[src/rtl/multicycle_controller.sv]
// multicycle_controller: main control FSM of the multicycle RV32I core; sequences the shared ALU,
// the unified memory port and the register file, with a bounded wait on memory ready.
module multicycle_controller #(
    parameter int TIMEOUT_CYCLES = 16
) (
    input  logic       clk,
    input  logic       rst,
    input  logic [6:0] i_op,
    input  logic [2:0] i_funct3,
    input  logic [6:0] i_funct7,
    input  logic       i_zero,
    input  logic       i_mem_ready,
    output logic       o_mem_req,
    output logic       o_mem_write,
    output logic       o_adr_src,
    output logic       o_ir_write,
    output logic       o_pc_write,
    output logic       o_reg_write,
    output logic [1:0] o_result_src,
    output logic [1:0] o_alu_src_a,
    output logic [1:0] o_alu_src_b,
    output logic [2:0] o_alu_control,
    output logic [1:0] o_imm_src,
    output logic       o_instr_done,
    output logic       o_halted,
    output logic       o_bus_error
);
    typedef enum logic [3:0] {
        S_FETCH, S_DECODE, S_MEMADR, S_MEMREAD, S_MEMWB, S_MEMWRITE, S_EXECUTER,
        S_EXECUTEI, S_ALUWB, S_BEQ, S_JAL, S_JALR, S_JALR_LINK, S_HALT
    } state_t;

    localparam int CW = TIMEOUT_CYCLES > 1 ? $clog2(TIMEOUT_CYCLES) : 1;

    state_t        r_state;
    state_t        w_next;
    logic [CW-1:0] r_wait;
    logic          r_bus_error;
    logic          w_waiting;
    logic          w_timeout;
    logic [2:0]    w_decode_alu;
    logic          w_unused;

    assign w_unused = ^{i_funct7[6], i_funct7[4:0]};
    assign w_waiting = (r_state == S_FETCH || r_state == S_MEMREAD || r_state == S_MEMWRITE) && !i_mem_ready;
    assign w_timeout = (TIMEOUT_CYCLES > 0) && w_waiting && (r_wait == CW'(TIMEOUT_CYCLES - 1));
    assign o_bus_error = r_bus_error;

    // funct7[5] only selects sub for register-register ops; addi ignores it
    assign w_decode_alu = (i_funct3 == 3'b000) ? ((i_op[5] & i_funct7[5]) ? 3'b001 : 3'b000) :
                          (i_funct3 == 3'b010) ? 3'b101 :
                          (i_funct3 == 3'b110) ? 3'b011 :
                          (i_funct3 == 3'b111) ? 3'b010 : 3'b000;

    always_comb begin
        w_next = r_state;
        case (r_state)
            S_FETCH:     w_next = i_mem_ready ? S_DECODE : S_FETCH;
            S_DECODE:
                case (i_op)
                    7'b0000011, 7'b0100011: w_next = S_MEMADR;
                    7'b0110011:             w_next = S_EXECUTER;
                    7'b0010011:             w_next = S_EXECUTEI;
                    7'b1100011:             w_next = S_BEQ;
                    7'b1101111:             w_next = S_JAL;
                    7'b1100111:             w_next = S_JALR;
                    default:                w_next = S_HALT;
                endcase
            S_MEMADR:    w_next = i_op[5] ? S_MEMWRITE : S_MEMREAD;
            S_MEMREAD:   w_next = i_mem_ready ? S_MEMWB : S_MEMREAD;
            S_MEMWB:     w_next = S_FETCH;
            S_MEMWRITE:  w_next = i_mem_ready ? S_FETCH : S_MEMWRITE;
            S_EXECUTER:  w_next = S_ALUWB;
            S_EXECUTEI:  w_next = S_ALUWB;
            S_ALUWB:     w_next = S_FETCH;
            S_BEQ:       w_next = S_FETCH;
            S_JAL:       w_next = S_ALUWB;
            S_JALR:      w_next = S_JALR_LINK;
            S_JALR_LINK: w_next = S_ALUWB;
            default:     w_next = S_HALT;
        endcase
        if (w_timeout)
            w_next = S_HALT;
    end

    // Outputs are combinational so ready-qualified strobes act in the completing cycle
    always_comb begin
        o_mem_req     = 1'b0;
        o_mem_write   = 1'b0;
        o_adr_src     = 1'b0;
        o_ir_write    = 1'b0;
        o_pc_write    = 1'b0;
        o_reg_write   = 1'b0;
        o_result_src  = 2'b00;
        o_alu_src_a   = 2'b00;
        o_alu_src_b   = 2'b00;
        o_alu_control = 3'b000;
        o_imm_src     = 2'b00;
        o_instr_done  = 1'b0;
        o_halted      = 1'b0;
        if (!rst) begin
            case (r_state)
                S_FETCH: begin
                    o_mem_req    = 1'b1;
                    o_alu_src_b  = 2'b10;
                    o_result_src = 2'b10;
                    o_ir_write   = i_mem_ready;
                    o_pc_write   = i_mem_ready;
                end
                S_DECODE: begin
                    o_alu_src_a = 2'b01;
                    o_alu_src_b = 2'b01;
                    o_imm_src   = (i_op == 7'b0100011) ? 2'b01 :
                                  (i_op == 7'b1100011) ? 2'b10 :
                                  (i_op == 7'b1101111) ? 2'b11 : 2'b00;
                end
                S_MEMADR: begin
                    o_alu_src_a = 2'b10;
                    o_alu_src_b = 2'b01;
                    o_imm_src   = (i_op == 7'b0100011) ? 2'b01 : 2'b00;
                end
                S_MEMREAD: begin
                    o_mem_req = 1'b1;
                    o_adr_src = 1'b1;
                end
                S_MEMWB: begin
                    o_result_src = 2'b01;
                    o_reg_write  = 1'b1;
                    o_instr_done = 1'b1;
                end
                S_MEMWRITE: begin
                    o_mem_req    = 1'b1;
                    o_mem_write  = 1'b1;
                    o_adr_src    = 1'b1;
                    o_instr_done = i_mem_ready;
                end
                S_EXECUTER: begin
                    o_alu_src_a   = 2'b10;
                    o_alu_control = w_decode_alu;
                end
                S_EXECUTEI: begin
                    o_alu_src_a   = 2'b10;
                    o_alu_src_b   = 2'b01;
                    o_alu_control = w_decode_alu;
                end
                S_ALUWB: begin
                    o_reg_write  = 1'b1;
                    o_instr_done = 1'b1;
                end
                S_BEQ: begin
                    o_alu_src_a   = 2'b10;
                    o_alu_control = 3'b001;
                    o_pc_write    = i_zero;
                    o_instr_done  = 1'b1;
                end
                S_JAL: begin
                    o_alu_src_a = 2'b01;
                    o_alu_src_b = 2'b10;
                    o_pc_write  = 1'b1;
                end
                S_JALR: begin
                    o_alu_src_a  = 2'b10;
                    o_alu_src_b  = 2'b01;
                    o_result_src = 2'b10;
                    o_pc_write   = 1'b1;
                end
                S_JALR_LINK: begin
                    o_alu_src_a = 2'b01;
                    o_alu_src_b = 2'b10;
                end
                S_HALT:  o_halted = 1'b1;
                default: o_halted = 1'b0;
            endcase
        end
    end

    always_ff @(posedge clk or posedge rst) begin
        if (rst) begin
            r_state     <= S_FETCH;
            r_wait      <= '0;
            r_bus_error <= 1'b0;
        end else begin
            r_state <= w_next;
            r_wait  <= (w_next != r_state) ? '0 : r_wait + CW'(w_waiting);
            if (w_timeout)
                r_bus_error <= 1'b1;
        end
    end
endmodule

[config.mk]
export PLATFORM = sky130hd
export DESIGN_NAME = multicycle_controller
export DESIGN_NICKNAME = d
export VERILOG_FILES = /design/src/rtl/multicycle_controller.sv
export SDC_FILE = /design/constraint.sdc
export NUM_CORES = 1
export LEC_CHECK = 0
export ABC_AREA = 1
export CORE_MARGIN = 2
export CORE_UTILIZATION = 30
export CTS_CLUSTER_DIAMETER = 60
export DETAILED_ROUTE_END_ITERATION = 7
export PLACE_DENSITY = 0.64
export SLEW_MARGIN = 5
export SYNTH_ARGS = -nofsm -noshare
export SYNTH_HDL_FRONTEND = slang
export SYNTH_SLANG_ARGS = --single-unit
[constraint.sdc]
create_clock -name clk -period 2.4 [get_ports clk]
set_clock_uncertainty 0.05 [all_clocks]
set_input_delay 0.48 -clock clk [delete_from_list [all_inputs] [get_ports clk]]
set_output_delay 0.48 -clock clk [all_outputs]
set_load 0.1 [all_outputs]
# Yosys cells after proc, flatten, opt, wreduce, memory -nomap -nowiden
# Index checks and enable logic that the tools add are counted.
# totals
reg_bits	9
inputBits	21
output_inout_bits	20
wordCells	93
# op_classes
addsub	1
eq_ne	25
mux	43
n_bitwise	1
n_reduce_logical	20
# op_table
operator	count
$pmux W4 S8	1
$eq A4 B4 Y1 const B	7
$pmux W4 S6	1
$eq A7 B7 Y1 const B	3
$mux W2	9
$mux W3	6
$mux W1	17
$eq A4 B3 Y1 const B	4
$pmux W2 S2	4
$eq A7 B6 Y1 const B	2
$reduce_or A2 Y1	6
$reduce_or A3 Y1	4
$eq A4 B2 Y1 const B	2
$mux W4	2
$reduce_or A4 Y1	2
$eq A7 B2 Y1 const B	1
$eq A7 B5 Y1 const B	1
$eq A3 B3 Y1 const B	2
$pmux W3 S2	1
$reduce_or A5 Y1	1
$add A4 B1 Y4	1
$eq A4 B1 Y1 const B	1
$logic_not A4 Y1	1
$ne A4 B4 Y1	1
other kinds (8)	10

# Depth between registers and ports, before layout
# Gate-level depths: netlist (run 1).
# depth
word_depth	8
ltp_mapped	13

# Worst setup path before layout (run 1)
# OpenSTA, ideal clock, no wires.
# synth_timing
path_type	register -> output
start	register r_state[3]
end	output o_imm_src[0]
arrival_time_ns	3.954
setup_slack_ns	-2.084
stages_incl_launch_ff	6
n_path_buf	0
cell_sequence	dfrtp_1 > nor2_2 > nand3_1 > inv_1 > nor2_1 > o41ai_1
# synth_between
elab_chain_len	3
# synth_lines
item	line_no	rtl
start, declared	35	state_t r_state;
start signal, assigned	183	r_state <= w_next;
$eq A4 B2 Y1 or $eq A4 B1 Y1 (tied branches)	102	case (r_state)
$pmux W2 S2 (*)	102	
$mux W2 (*)	101	if (!rst) begin
end, declared	23	output logic [1:0] o_imm_src,
# Mark *: on every way between the ends. The rest lies on a longest branch, timed or not.

# Worst setup path after layout (run 1)
# layout_timing
start	input i_op[6]
end	output o_imm_src[0]
# layout_between
elab_chain_len	6
# layout_lines
item	line_no	rtl
start, declared	8	input logic [6:0] i_op,
$eq A7 B7 Y1	115	(i_op == 7'b1101111) ? 2'b11 : 2'b00;
$mux W2	115	
$mux W2	114	(i_op == 7'b1100011) ? 2'b10 :
$mux W2	113	o_imm_src = (i_op == 7'b0100011) ? 2'b01 :
$pmux W2 S2 (*)	102	
$mux W2 (*)	101	
# Marked as above.

==> results.rst, run 1 <==
.. list-table::
   :header-rows: 1

   * - Metric
     - Value
   * - Number of sinks on the clock net
     - 9
   * - Fin Hold WS
     - between 0.4 and 0.5 ns
   * - Start point of the worst min-delay path
     - o_bus_error
   * - End of the worst register-to-register path
     - r_wait[2]
   * - Number of buffers inserted during clock tree synthesis
     - 3
   * - Data required time at the worst endpoint
     - roughly 1.9 ns
   * - Clock tree from TritonCTS
     - yes
   * - Ratio of final minimum period to clock period
     - just under 100%
   * - Overall fraction of global-route tracks in use
     - approximately 17%
   * - Footprint of the multi-input gates
     - around 750 sq um
   * - Mapped Avg Cell Area
     - ~5.9 sq um
   * - Setup crit end kind
     - primary output
   * - Starting density of the core
     - 31.79%
   * - Source-to-sink clock delay at the later pin of the worst-skew pair
     - about 0.25 ns
   * - Hold Violations, Final
     - 0
   * - # IOs
     - approximately 40
   * - Seq/Total Area, Yosys
     - a little under a quarter
   * - Final setup violation count
     - 0
   * - CTS Hold Bufs
     - 0
   * - Commonest non-fill, non-tap cells in the layout
     - nand2_1, inv_1, buf_12
   * - CP startpoint kind
     - input pin
   * - Detailed-route vias per instance
     - between 4 and 5
   * - Path depth of the worst reg2reg path
     - 10
   * - Timing-limited maximum frequency
     - between 400 and 500 MHz
   * - H-tree depth
     - 1
   * - Static Leakage
     - between 0.9 and 1 nW
   * - Share of the core filled with cells in the final layout
     - between 50% and 60%
   * - Die Width
     - ~60 um
   * - Antenna violations before repair
     - 0
   * - Area growth from synthesis to layout
     - 87.85%
   * - Die Ht
     - about 60 um
   * - Setup slack on the worst flop-to-flop path
     - 0.59 ns
   * - End point of the worst hold path
     - o_bus_error
   * - Commonest non-fill, non-tap cell in the layout
     - nand2_1
   * - Max Slew Vio Count
     - 0
   * - Last weighted congestion value of the routability-driven placer
     - between 0.8 and 0.9
   * - Critical Path Fanout Max
     - 4
   * - Synth Warn #
     - 0
   * - Clock tree root buffer cell
     - clkbuf_4
   * - Via count of the first global-routing pass
     - around 1,200
   * - Final worst path period need
     - around 2.3 ns
   * - Half-perimeter wire length after detailed placement
     - roughly 2400 um
   * - Gate Count Post-Synth
     - 167
   * - Count of buffers from port buffering
     - 34
   * - Total nets after synthesis
     - 190
   * - Number of synthesized flops with an enable pin
     - 0
   * - Outcome
     - finished clean
   * - Share of layout cells above drive strength 1
     - between 30% and 40%
   * - Slew at the pin closest to its max-slew limit
     - approximately 0.37 ns
   * - Number of vias after detailed routing
     - around 1,200
   * - Worst hold-check path type
     - reg -> reg
   * - Number of placement rows
     - 20
   * - 1st-iter DRT viols
     - 18
   * - Depth of the worst hold-timing path
     - 2
   * - Flip-flop and latch count after synthesis
     - 9
   * - Max-cap violation count
     - 0
   * - Power per Cell Area
     - about 190 nW/um^2
   * - Worst slew margin relative to its limit
     - 74.99%
   * - Diode count
     - 0
   * - Clock slew at the register clock pins of the worst setup and hold paths
     - about 0.050 ns
   * - Placeable core region
     - 3078 sq um
   * - Largest net degree at the start of global routing
     - 11
   * - Overflow left after global routing
     - 0
   * - Number of buffers between clock root and the deepest sink
     - 2
   * - Total number of nets in the final design
     - between 200 and 250
   * - Fill cells
     - 290
   * - Total die area
     - 3734 sq um
   * - Overall routed net length
     - around 3000 um
   * - Overall power
     - between 300 and 400 uW
   * - DRC violation count after routing
     - 0
   * - Reg area
     - roughly 230 sq um
   * - Crit Path Category
     - in -> out
   * - Router iterations before antenna repair
     - 4
   * - Predominant post-synthesis flop cell
     - dfrtp_1
   * - Wire length per cell
     - 11.34 um
   * - Wire length of the first global-routing pass
     - ~4800 um
   * - Data arrival time of the worst path
     - between 1.5 and 2 ns
   * - Maximum ir drop on the vdd rail
     - between 300 and 400 uV
   * - Post-synthesis cell type count
     - 27
   * - Launch instance of the worst register-to-register path
     - r_state[2]
   * - Async S/R FF share, synth
     - between 90% and 100%
   * - Post-Synthesis Cell Area
     - 978.4 sq um
   * - Final antenna-violating net count
     - 0
[synthesized netlist by cell type, types with 3 or more instances]
| cell type | count | area [sq um] |
|---|---|---|
| a21oi_1 | 8 | 40.04 |
| dfrtp_1 | 9 | 225.2 |
| inv_1 | 30 | 112.6 |
| nand2_1 | 42 | 157.7 |
| nand2_2 | 5 | 31.28 |
| nand3_1 | 13 | 65.06 |
| nand3_2 | 3 | 30.03 |
| nand4_1 | 3 | 18.77 |
| nor2_1 | 25 | 93.84 |
| nor3_1 | 3 | 15.01 |
| o21ai_0 | 4 | 20.02 |
[flip-flops by register name, indices dropped and copies added (netlist names)]
| name | flops |
|---|---|
| r_state | 4 |
| o_bus_error | 1 |
| r_wait | 4 |
[power by group]
part / leakage (nW) / total [mW] / switching (mW) / internal [mW]
logic: 0.821 / 0.0839 / 0.0444 / 0.0395
registers: 0.103 / 0.152 / 0 / 0.152
clock network: 0.0150 / 0.111 / 0.0470 / 0.0637
total: 0.939 / 0.346 / 0.0913 / 0.255
[worst max-delay path, stage by stage]
cell,delay [ns]
clkdlybuf4s50_1,0.45
inv_2,0.14
nand3_4,0.10
o41ai_4,0.37
clkbuf_16,0.27
[per-layer routing]
| metal | global-route usage [%] | up-vias | wire [um] |
|---|---|---|---|
| met2 | 28.42 | 36 | 1446 |
| met1 | 21.44 | 563 | 1285 |
| li1 | - | 626 | - |
| met3 | 3.151 | 10 | 152 |
| met5 | 0 | - | 0 |
| met4 | 4.658 | 0 | 76 |
[through the flow]
step | TNS, ns | std cells | cell area, sq um | setup WS, ns
2_1_floorplan | -1.875 | 167 | 1059 | -0.7611
3_5_place_dp | -0.05540 | 251 | 1687 | -0.03234
3_3_place_gp | -0.009404 | 251 | 1687 | -0.009404
5_1_grt | -0.002890 | 261 | 1838 | -0.002890
4_1_cts | 0 | 257 | 1747 | 0.01114
6_report | 0 | 261 | 1838 | 0.06696
[cell families after synthesis]
| family | Yosys count | synth area share, % |
|---|---|---|
| AO/OA/AOI/OAI | 19 | 11.25 |
| XOR/XNOR | 2 | 1.791 |
| adder cells (fa/ha/maj) | 2 | 2.557 |
| buffers and inverters | 34 | 13.81 |
| flip-flops | 9 | 23.02 |
| AND/OR/NAND/NOR | 101 | 47.57 |
[worst max path at each step]
stage                from                to  slack (ns)  cells past startpoint
2_1_floorplan  r_state[3]      o_imm_src[0]       -0.76                      5
5_1_grt        r_state[1]      o_imm_src[0]      -0.003                      6
3_3_place_gp          rst  o_alu_control[2]      -0.009                      5
4_1_cts           i_op[4]      o_imm_src[1]        0.01                      8
3_5_place_dp          rst  o_alu_control[2]       -0.03                      5
6_report          i_op[6]      o_imm_src[0]        0.07                      5
[cell type report]
type / count / area share [%]
Multi-Input combinational cell: 124 / 41.05
Timing Repair Buffer: 48 / 35.40
Sequential cell: 9 / 12.46
Inverter: 32 / 6.671
Tap cell: 44 / 2.995
Clock buffer: 4 / 1.430
[what timing repair did]
| item | CTS | global route |
|---|---|---|
| gates resized for setup | 4 | 25 |
| hold endpoints to repair | 0 | 0 |
| endpoints found under the setup margin | 2 | 7 |
| setup buffers | 2 | 4 |
| pin swaps | 3 | 7 |
No activity file was read; power rests on OpenSTA's default activity.
==> inputs of run 2 (changes only) <==
Settings changed: GPL_TIMING_DRIVEN set to 0.
==> run 2 against run 1 <==
  * Worst setup slack got worse by 0.061 ns
  * Sequential share of layout area rose by 2.2 points
  * Highest routed layer is now met3
  * Largest power group unchanged
  * Critical path type unchanged
  * Cell count fell by 3.1%
==> results.rst, run 2 (synthesis results as in run 1) <==
.. list-table::
   :header-rows: 1

   * - Metric
     - Value
   * - Outcome
     - finished clean (unchanged)
   * - Worst Setup Slack, final
     - 0.005618 ns (was 0.06696 ns)
   * - CTS Hold Bufs
     - 0 (unchanged)
   * - H-tree depth
     - 1 (unchanged)
   * - Critical Path Fanout Max
     - 4 (unchanged)
   * - Path depth of the worst reg2reg path
     - 10 (unchanged)
   * - Clock tree from TritonCTS
     - yes (unchanged)
   * - Crit Path Category
     - in -> out (unchanged)
   * - Overall fraction of global-route tracks in use
     - 16.04% (was 16.66%)
   * - Diode count
     - 0 (unchanged)
   * - Final setup violation count
     - 0 (unchanged)
   * - Number of vias after detailed routing
     - 1,185 (was 1,235)
   * - Final worst path period need
     - 2.394 ns (was 2.333 ns)
   * - Wire length of the first global-routing pass
     - 4623 um (was 4767 um)
   * - Last weighted congestion value of the routability-driven placer
     - 0.9032 (was 0.8351)
   * - Starting density of the core
     - 31.79% (unchanged)
   * - Fill cells
     - 330 (was 290)
   * - Maximum ir drop on the vdd rail
     - 174.1 uV (was 301.8 uV)
   * - CP startpoint kind
     - input pin (unchanged)
   * - Die Width
     - 61.11 um (unchanged)
   * - Overall routed net length
     - 2658 um (was 2960 um)
   * - Depth of the worst hold-timing path
     - 2 (unchanged)
   * - 1st-iter DRT viols
     - 23 (was 18)
   * - Source-to-sink clock delay at the later pin of the worst-skew pair
     - 0.25 ns (about the same)
   * - End point of the worst hold path
     - o_bus_error (unchanged)
   * - Hold Violations, Final
     - 0 (unchanged)
   * - Power per Cell Area
     - 217.1 nW/um^2 (was 188.4 nW/um^2)
   * - Clock tree root buffer cell
     - clkbuf_4 (unchanged)
   * - # IOs
     - 41 (unchanged)
   * - Share of the core filled with cells in the final layout
     - 50.04% (was 59.72%)
   * - Area growth from synthesis to layout
     - 57.42% (was 87.85%)
   * - Launch instance of the worst register-to-register path
     - r_state[1] (was r_state[2])
   * - Static Leakage
     - 0.8042 nW (was 0.9391 nW)
   * - Fin Hold WS
     - 0.4193 ns (was 0.4289 ns)
   * - Via count of the first global-routing pass
     - 1,091 (was 1,165)
   * - Total die area
     - 3734 sq um (unchanged)
   * - End of the worst register-to-register path
     - r_wait[2] (unchanged)
   * - Antenna violations before repair
     - 0 (unchanged)
   * - Commonest non-fill, non-tap cell in the layout
     - nand2_1 (unchanged)
   * - Number of placement rows
     - 20 (unchanged)
   * - Start point of the worst min-delay path
     - o_bus_error (unchanged)
   * - Placeable core region
     - 3078 sq um (unchanged)
   * - Number of buffers between clock root and the deepest sink
     - 2 (unchanged)
   * - Number of sinks on the clock net
     - 9 (unchanged)
   * - Unrepaired setup endpoints after global routing
     - true
   * - Data required time at the worst endpoint
     - 1.87 ns (about the same)
   * - Die Ht
     - 61.11 um (unchanged)
   * - Worst slew margin relative to its limit
     - 35.35% (was 74.99%)
   * - Clock slew at the register clock pins of the worst setup and hold paths
     - 0.06 ns (was 0.05 ns)
   * - Largest net degree at the start of global routing
     - 11 (unchanged)
   * - Max Slew Vio Count
     - 0 (unchanged)
   * - Half-perimeter wire length after detailed placement
     - 2164 um (was 2417 um)
   * - Data arrival time of the worst path
     - 1.86 ns (was 1.80 ns)
   * - Ratio of final minimum period to clock period
     - 99.77% (was 97.21%)
   * - Setup slack on the worst flop-to-flop path
     - 0.60 ns (was 0.59 ns)
   * - Router iterations before antenna repair
     - 4 (unchanged)
   * - Worst setup slack before clock tree synthesis
     - -1.205 ns (was -0.03234 ns)
   * - Worst hold-check path type
     - reg -> reg (unchanged)
   * - Detailed-route vias per instance
     - 4.684 (was 4.732)
   * - Final antenna-violating net count
     - 0 (unchanged)
   * - Wire length per cell
     - 10.51 um (was 11.34 um)
   * - Overflow left after global routing
     - 0 (unchanged)
   * - Number of buffers inserted during clock tree synthesis
     - 3 (unchanged)
   * - Slew at the pin closest to its max-slew limit
     - 0.9668 ns (was 0.3720 ns)
   * - Setup crit end kind
     - primary output (unchanged)
   * - Total number of nets in the final design
     - 233 (was 241)
   * - Commonest non-fill, non-tap cells in the layout
     - nand2_1, inv_1, nor2_1 (was nand2_1, inv_1, buf_12)
   * - Count of buffers from port buffering
     - 34 (unchanged)
   * - Timing-limited maximum frequency
     - 417.6 MHz (was 428.6 MHz)
   * - DRC violation count after routing
     - 0 (unchanged)
   * - Share of layout cells above drive strength 1
     - 32.06% (was 37.33%)
   * - Max-cap violation count
     - 0 (unchanged)
-- run 2: changes by cell type in the layout (fill, tap and decap cells not counted), moves of 3 or more --
| cell | change |
|---|---|
| buf_6 | +7 |
| inv_1 | +3 |
| dlymetal6s2s_1 | -4 |
| buf_12 | -17 |
| buf_4 | -7 |
| buf_2 | +6 |
| inv_2 | -3 |
| clkdlybuf4s50_1 | +4 |
-- run 2: power breakdown --
group | switching (mW) | total [mW] | leakage (nW) | internal [mW]
combinational | 0.0376 | 0.0686 | 0.685 | 0.0310
clock | 0.0501 | 0.114 | 0.0150 | 0.0639
sequential | 0 | 0.152 | 0.105 | 0.152
-- run 2: worst max path at each step --
stage | to | slack (ns) | from
finish | o_imm_src[0] | 0.006 | i_op[3]
global route | o_imm_src[0] | -0.1 | i_op[1]
CTS | o_imm_src[0] | -0.0007 | r_state[3]
detailed placement | o_alu_control[2] | -1.21 | rst
global placement | o_alu_control[2] | -1.16 | rst
floorplan | o_imm_src[0] | -0.76 | r_state[3]
-- run 2: cell type report --
type	count	area [sq um]	share of cell area (%)
Sequential cell	9	226.5	14.70
Buffer	2	18.77	1.219
Tap cell	44	55.05	3.574
Clock buffer	4	26.28	1.706
Multi-Input combinational cell	124	734.5	47.68
Timing Repair Buffer	38	355.3	23.07
Inverter	32	123.9	8.042
-- run 2: repair_timing --
item / CTS / global route
gates resized for setup: 121 / 13
gates cloned: 0 / 0
setup buffers: 2 / 2
pin swaps: 0 / 0
setup endpoints to repair: 19 / 18
-- run 2: worst max-delay path, stage by stage --
cell             delay (ns)
clkdlybuf4s50_1        0.45
nor2_2                 0.18
nand3_2                0.14
o41ai_2                0.33
buf_6                  0.27
-- run 2: per-stage QoR --
stage / area (sq um) / power, mW / cells / setup TNS [ns]
6_report: 1540 / 0.3343 / 253 / 0
5_1_grt: 1540 / 0.3592 / 253 / -0.1884
4_1_cts: 1478 / 0.3387 / 251 / -0.0007498
3_5_place_dp: 1454 / 0.2166 / 245 / -17.37
3_3_place_gp: 1454 / 0.2152 / 245 / -17.14
2_1_floorplan: 1059 / 0.1811 / 167 / -1.875
-- run 2: metal layers --
metal  vias to the layer above  global-route usage (%)  part of all wire, %  routed length (um)
li1                        616                       -                    -                   -
met2                        39                   26.60                   49                1311
met5                         -                       0                    0                   0
met4                         0                   3.727                    0                   0
met1                       530                   21.51                   46                1223
met3                         0                   3.151                  4.7                 124
==> inputs of run 3 (changes only) <==
Settings changed: ABC_CLOCK_PERIOD_IN_PS set to 2400, CORE_ASPECT_RATIO set to 1.4.
==> run 3 against run 2 <==
  * Routed wire length up 1.1%
  * Register-to-register slack worse by 0.04 ns
  * Highest routed layer unchanged
  * Critical path type unchanged
  * Worst setup slack better by 0.068 ns
  * Largest cell class unchanged
  * Worst hold slack worse by 0.016 ns
  * Maximum frequency up 2.9%
  * Die area up 0.17%
  * Cell count down 1.2%
  * Critical path depth unchanged
  * Sequential share of layout area down 0.19 points
  * Via count down 1.7%
==> results.rst, run 3 (synthesis results as in run 1) <==
.. list-table::
   :header-rows: 1

   * - Metric
     - Value
   * - Clock tree from TritonCTS
     - yes (unchanged)
   * - Static Leakage
     - 0.8227 nW (was 0.8042 nW)
   * - Starting density of the core
     - 31.33% (was 31.79%)
   * - Critical Path Fanout Max
     - 4 (unchanged)
   * - Crit path depth
     - 5 (unchanged)
   * - Setup slack on the worst flop-to-flop path
     - 0.56 ns (was 0.60 ns)
   * - Final antenna-violating net count
     - 0 (unchanged)
   * - Commonest non-fill, non-tap cells in the layout
     - nand2_1, inv_1, nor2_1 (unchanged)
   * - Die Ht
     - 71.57 um (was 61.11 um)
   * - Number of buffers inserted during clock tree synthesis
     - 3 (unchanged)
   * - Hold Violations, Final
     - 0 (unchanged)
   * - Area growth from synthesis to layout
     - 59.46% (was 57.42%)
   * - Launching element of the worst setup path
     - i_op[3] (unchanged)
   * - Antenna violations before repair
     - 0 (unchanged)
   * - Number of placement rows
     - 24 (was 20)
   * - Data arrival time of the worst path
     - 1.80 ns (was 1.86 ns)
   * - Outcome
     - finished clean (unchanged)
   * - Total number of nets in the final design
     - 235 (was 233)
   * - CP startpoint kind
     - input pin (unchanged)
   * - 1st-iter DRT viols
     - 27 (was 23)
   * - Last weighted congestion value of the routability-driven placer
     - 0.8085 (was 0.9032)
   * - Largest net degree at the start of global routing
     - 11 (unchanged)
   * - Finished Layout Cells
     - 250 (was 253)
   * - Fill cells
     - 342 (was 330)
   * - End of the worst register-to-register path
     - r_wait[2] (unchanged)
   * - Number of sinks on the clock net
     - 9 (unchanged)
   * - Router iterations before antenna repair
     - 4 (unchanged)
   * - Placeable core region
     - 3123 sq um (was 3078 sq um)
   * - Overall power
     - 388.0 uW (was 334.3 uW)
   * - Overall routed net length
     - 2688 um (was 2658 um)
   * - Half-perimeter wire length after detailed placement
     - 2116 um (was 2164 um)
   * - Number of vias after detailed routing
     - 1,165 (was 1,185)
   * - Path depth of the worst reg2reg path
     - 10 (unchanged)
   * - Diode count
     - 0 (unchanged)
   * - Number of buffers between clock root and the deepest sink
     - 2 (unchanged)
   * - Detailed-route vias per instance
     - 4.660 (was 4.684)
   * - Share of the core filled with cells in the final layout
     - 49.96% (was 50.04%)
   * - Ratio of final minimum period to clock period
     - 96.93% (was 99.77%)
   * - H-tree depth
     - 1 (unchanged)
   * - Via count of the first global-routing pass
     - 1,091 (unchanged)
   * - Dominant delay contributor by cell family on the critical path
     - buffers and inverters (unchanged)
   * - Max-cap violation count
     - 0 (unchanged)
   * - Worst Setup Slack, final
     - 0.07366 ns (was 0.005618 ns)
   * - Final worst path period need
     - 2.326 ns (was 2.394 ns)
   * - DRC violation count after routing
     - 0 (unchanged)
   * - WP buf/inv
     - 2 (unchanged)
   * - Crit Path Category
     - in -> out (unchanged)
   * - Launch instance of the worst register-to-register path
     - r_state[1] (unchanged)
   * - Max Slew Vio Count
     - 0 (unchanged)
   * - Commonest non-fill, non-tap cell in the layout
     - nand2_1 (unchanged)
   * - Maximum ir drop on the vdd rail
     - 169.3 uV (was 174.1 uV)
   * - Cell Chain, Critical Path
     - clkdlybuf4s50_1, nor2_2, nand3_2, o41ai_2, buf_6 (unchanged)
   * - Slew at the pin closest to its max-slew limit
     - 0.9613 ns (was 0.9668 ns)
   * - Worst setup slack before clock tree synthesis
     - -1.198 ns (was -1.205 ns)
   * - Overflow left after global routing
     - 0 (unchanged)
   * - Total die area
     - 3741 sq um (was 3734 sq um)
   * - Wire length per cell
     - 10.75 um (was 10.51 um)
   * - Data required time at the worst endpoint
     - 1.87 ns (about the same)
   * - Count of buffers from port buffering
     - 34 (unchanged)
   * - Timing-limited maximum frequency
     - 429.9 MHz (was 417.6 MHz)
   * - Clock tree root buffer cell
     - clkbuf_8 (was clkbuf_4)
   * - Unrepaired setup endpoints after global routing
     - true (unchanged)
   * - Cells after DPL
     - 240 (was 245)
   * - Fin Hold WS
     - 0.4029 ns (was 0.4193 ns)
   * - Clock slew at the register clock pins of the worst setup and hold paths
     - 0.04 ns (was 0.06 ns)
   * - # IOs
     - 41 (unchanged)
   * - Overall fraction of global-route tracks in use
     - 15.61% (was 16.04%)
   * - Die Width
     - 52.27 um (was 61.11 um)
   * - Setup crit end kind
     - primary output (unchanged)
   * - Final setup violation count
     - 0 (unchanged)
   * - Slowest stage delay, CP
     - 0.45 ns (about the same)
   * - Worst slew margin relative to its limit
     - 35.71% (was 35.35%)
   * - Wire length of the first global-routing pass
     - 4636 um (was 4623 um)
   * - Share of layout cells above drive strength 1
     - 33.18% (was 32.06%)
   * - Source-to-sink clock delay at the later pin of the worst-skew pair
     - 0.22 ns (was 0.25 ns)
   * - Power per Cell Area
     - 248.7 nW/um^2 (was 217.1 nW/um^2)
   * - Worst hold-check path type
     - in -> async (was reg -> reg)
   * - Slowest-stage cell, CP
     - clkdlybuf4s50_1 (unchanged)
   * - End point of the critical path
     - o_imm_src[0] (unchanged)
## run 3: cell count changes in the layout (fill, tap and decap cells not counted), moves of 2 or more
cell,before,now
clkbuf_8,0,3
buf_2,6,4
nor2_2,10,7
nor2_1,16,18
buf_6,7,4
dlymetal6s2s_1,1,3
inv_2,3,6
clkdlybuf4s50_1,13,11
buf_4,8,13
inv_1,28,25
## run 3: per-layer routing
layer | wire [um] | GRT usage [%] | up-vias
met5 | 0 | 0 | -
met4 | 0 | 1.709 | 0
met3 | 74 | 1.042 | 0
met2 | 1499 | 29.25 | 20
met1 | 1114 | 19.82 | 528
li1 | - | - | 617
## run 3: how the worst min path moves through the flow
stage	startpoint	to
after floorplan	rst	o_bus_error
after global placement	o_bus_error	o_bus_error
after global routing	rst	r_state[1]
after detailed placement	o_bus_error	o_bus_error
final	rst	r_state[0]
after CTS	o_bus_error	o_bus_error
## run 3: report_power, final
| group | switching [mW] | total, mW | leakage (nW) | internal, mW |
|---|---|---|---|---|
| Clock | 0.0518 | 0.167 | 0.0228 | 0.115 |
| Combinational | 0.0388 | 0.0689 | 0.695 | 0.0300 |
| Sequential | 0 | 0.152 | 0.105 | 0.152 |
| Total | 0.0906 | 0.388 | 0.823 | 0.297 |
## run 3: per-stage QoR
step | area [sq um] | setup TNS [ns]
after floorplan | 1059 | -1.875
after global placement | 1448 | -17.21
after detailed placement | 1448 | -17.40
after CTS | 1486 | 0
after global routing | 1560 | 0
final | 1560 | 0
## run 3: area by class of cell
| type | instances | area, sq um | share of cell area [%] |
|---|---|---|---|
| Multi-Input combinational cell | 124 | 728.2 | 46.67 |
| Sequential cell | 9 | 226.5 | 14.51 |
| Timing Repair Buffer | 40 | 369.1 | 23.66 |
| Buffer | 2 | 18.77 | 1.203 |
| Clock buffer | 4 | 45.04 | 2.887 |
| Inverter | 32 | 123.9 | 7.939 |
| Tap cell | 39 | 48.80 | 3.127 |
## run 3: timing repair
| item | in CTS | in global routing |
|---|---|---|
| hold buffers | 0 | 0 |
| endpoints found under the setup margin | 19 | 17 |
| setup buffers | 3 | 3 |
| resized for setup | 117 | 22 |
| pin swaps | 0 | 5 |
## run 3: worst register-to-register path, stage by stage (launching register included)
cell,delay (ns)
dfrtp_1,0.36
buf_6,0.14
nor2_1,0.23
nand2_2,0.15
nand3_2,0.11
inv_1,0.06
nor2_1,0.11
ha_1,0.18
ha_1,0.16
xnor2_1,0.12
nor2_1,0.06
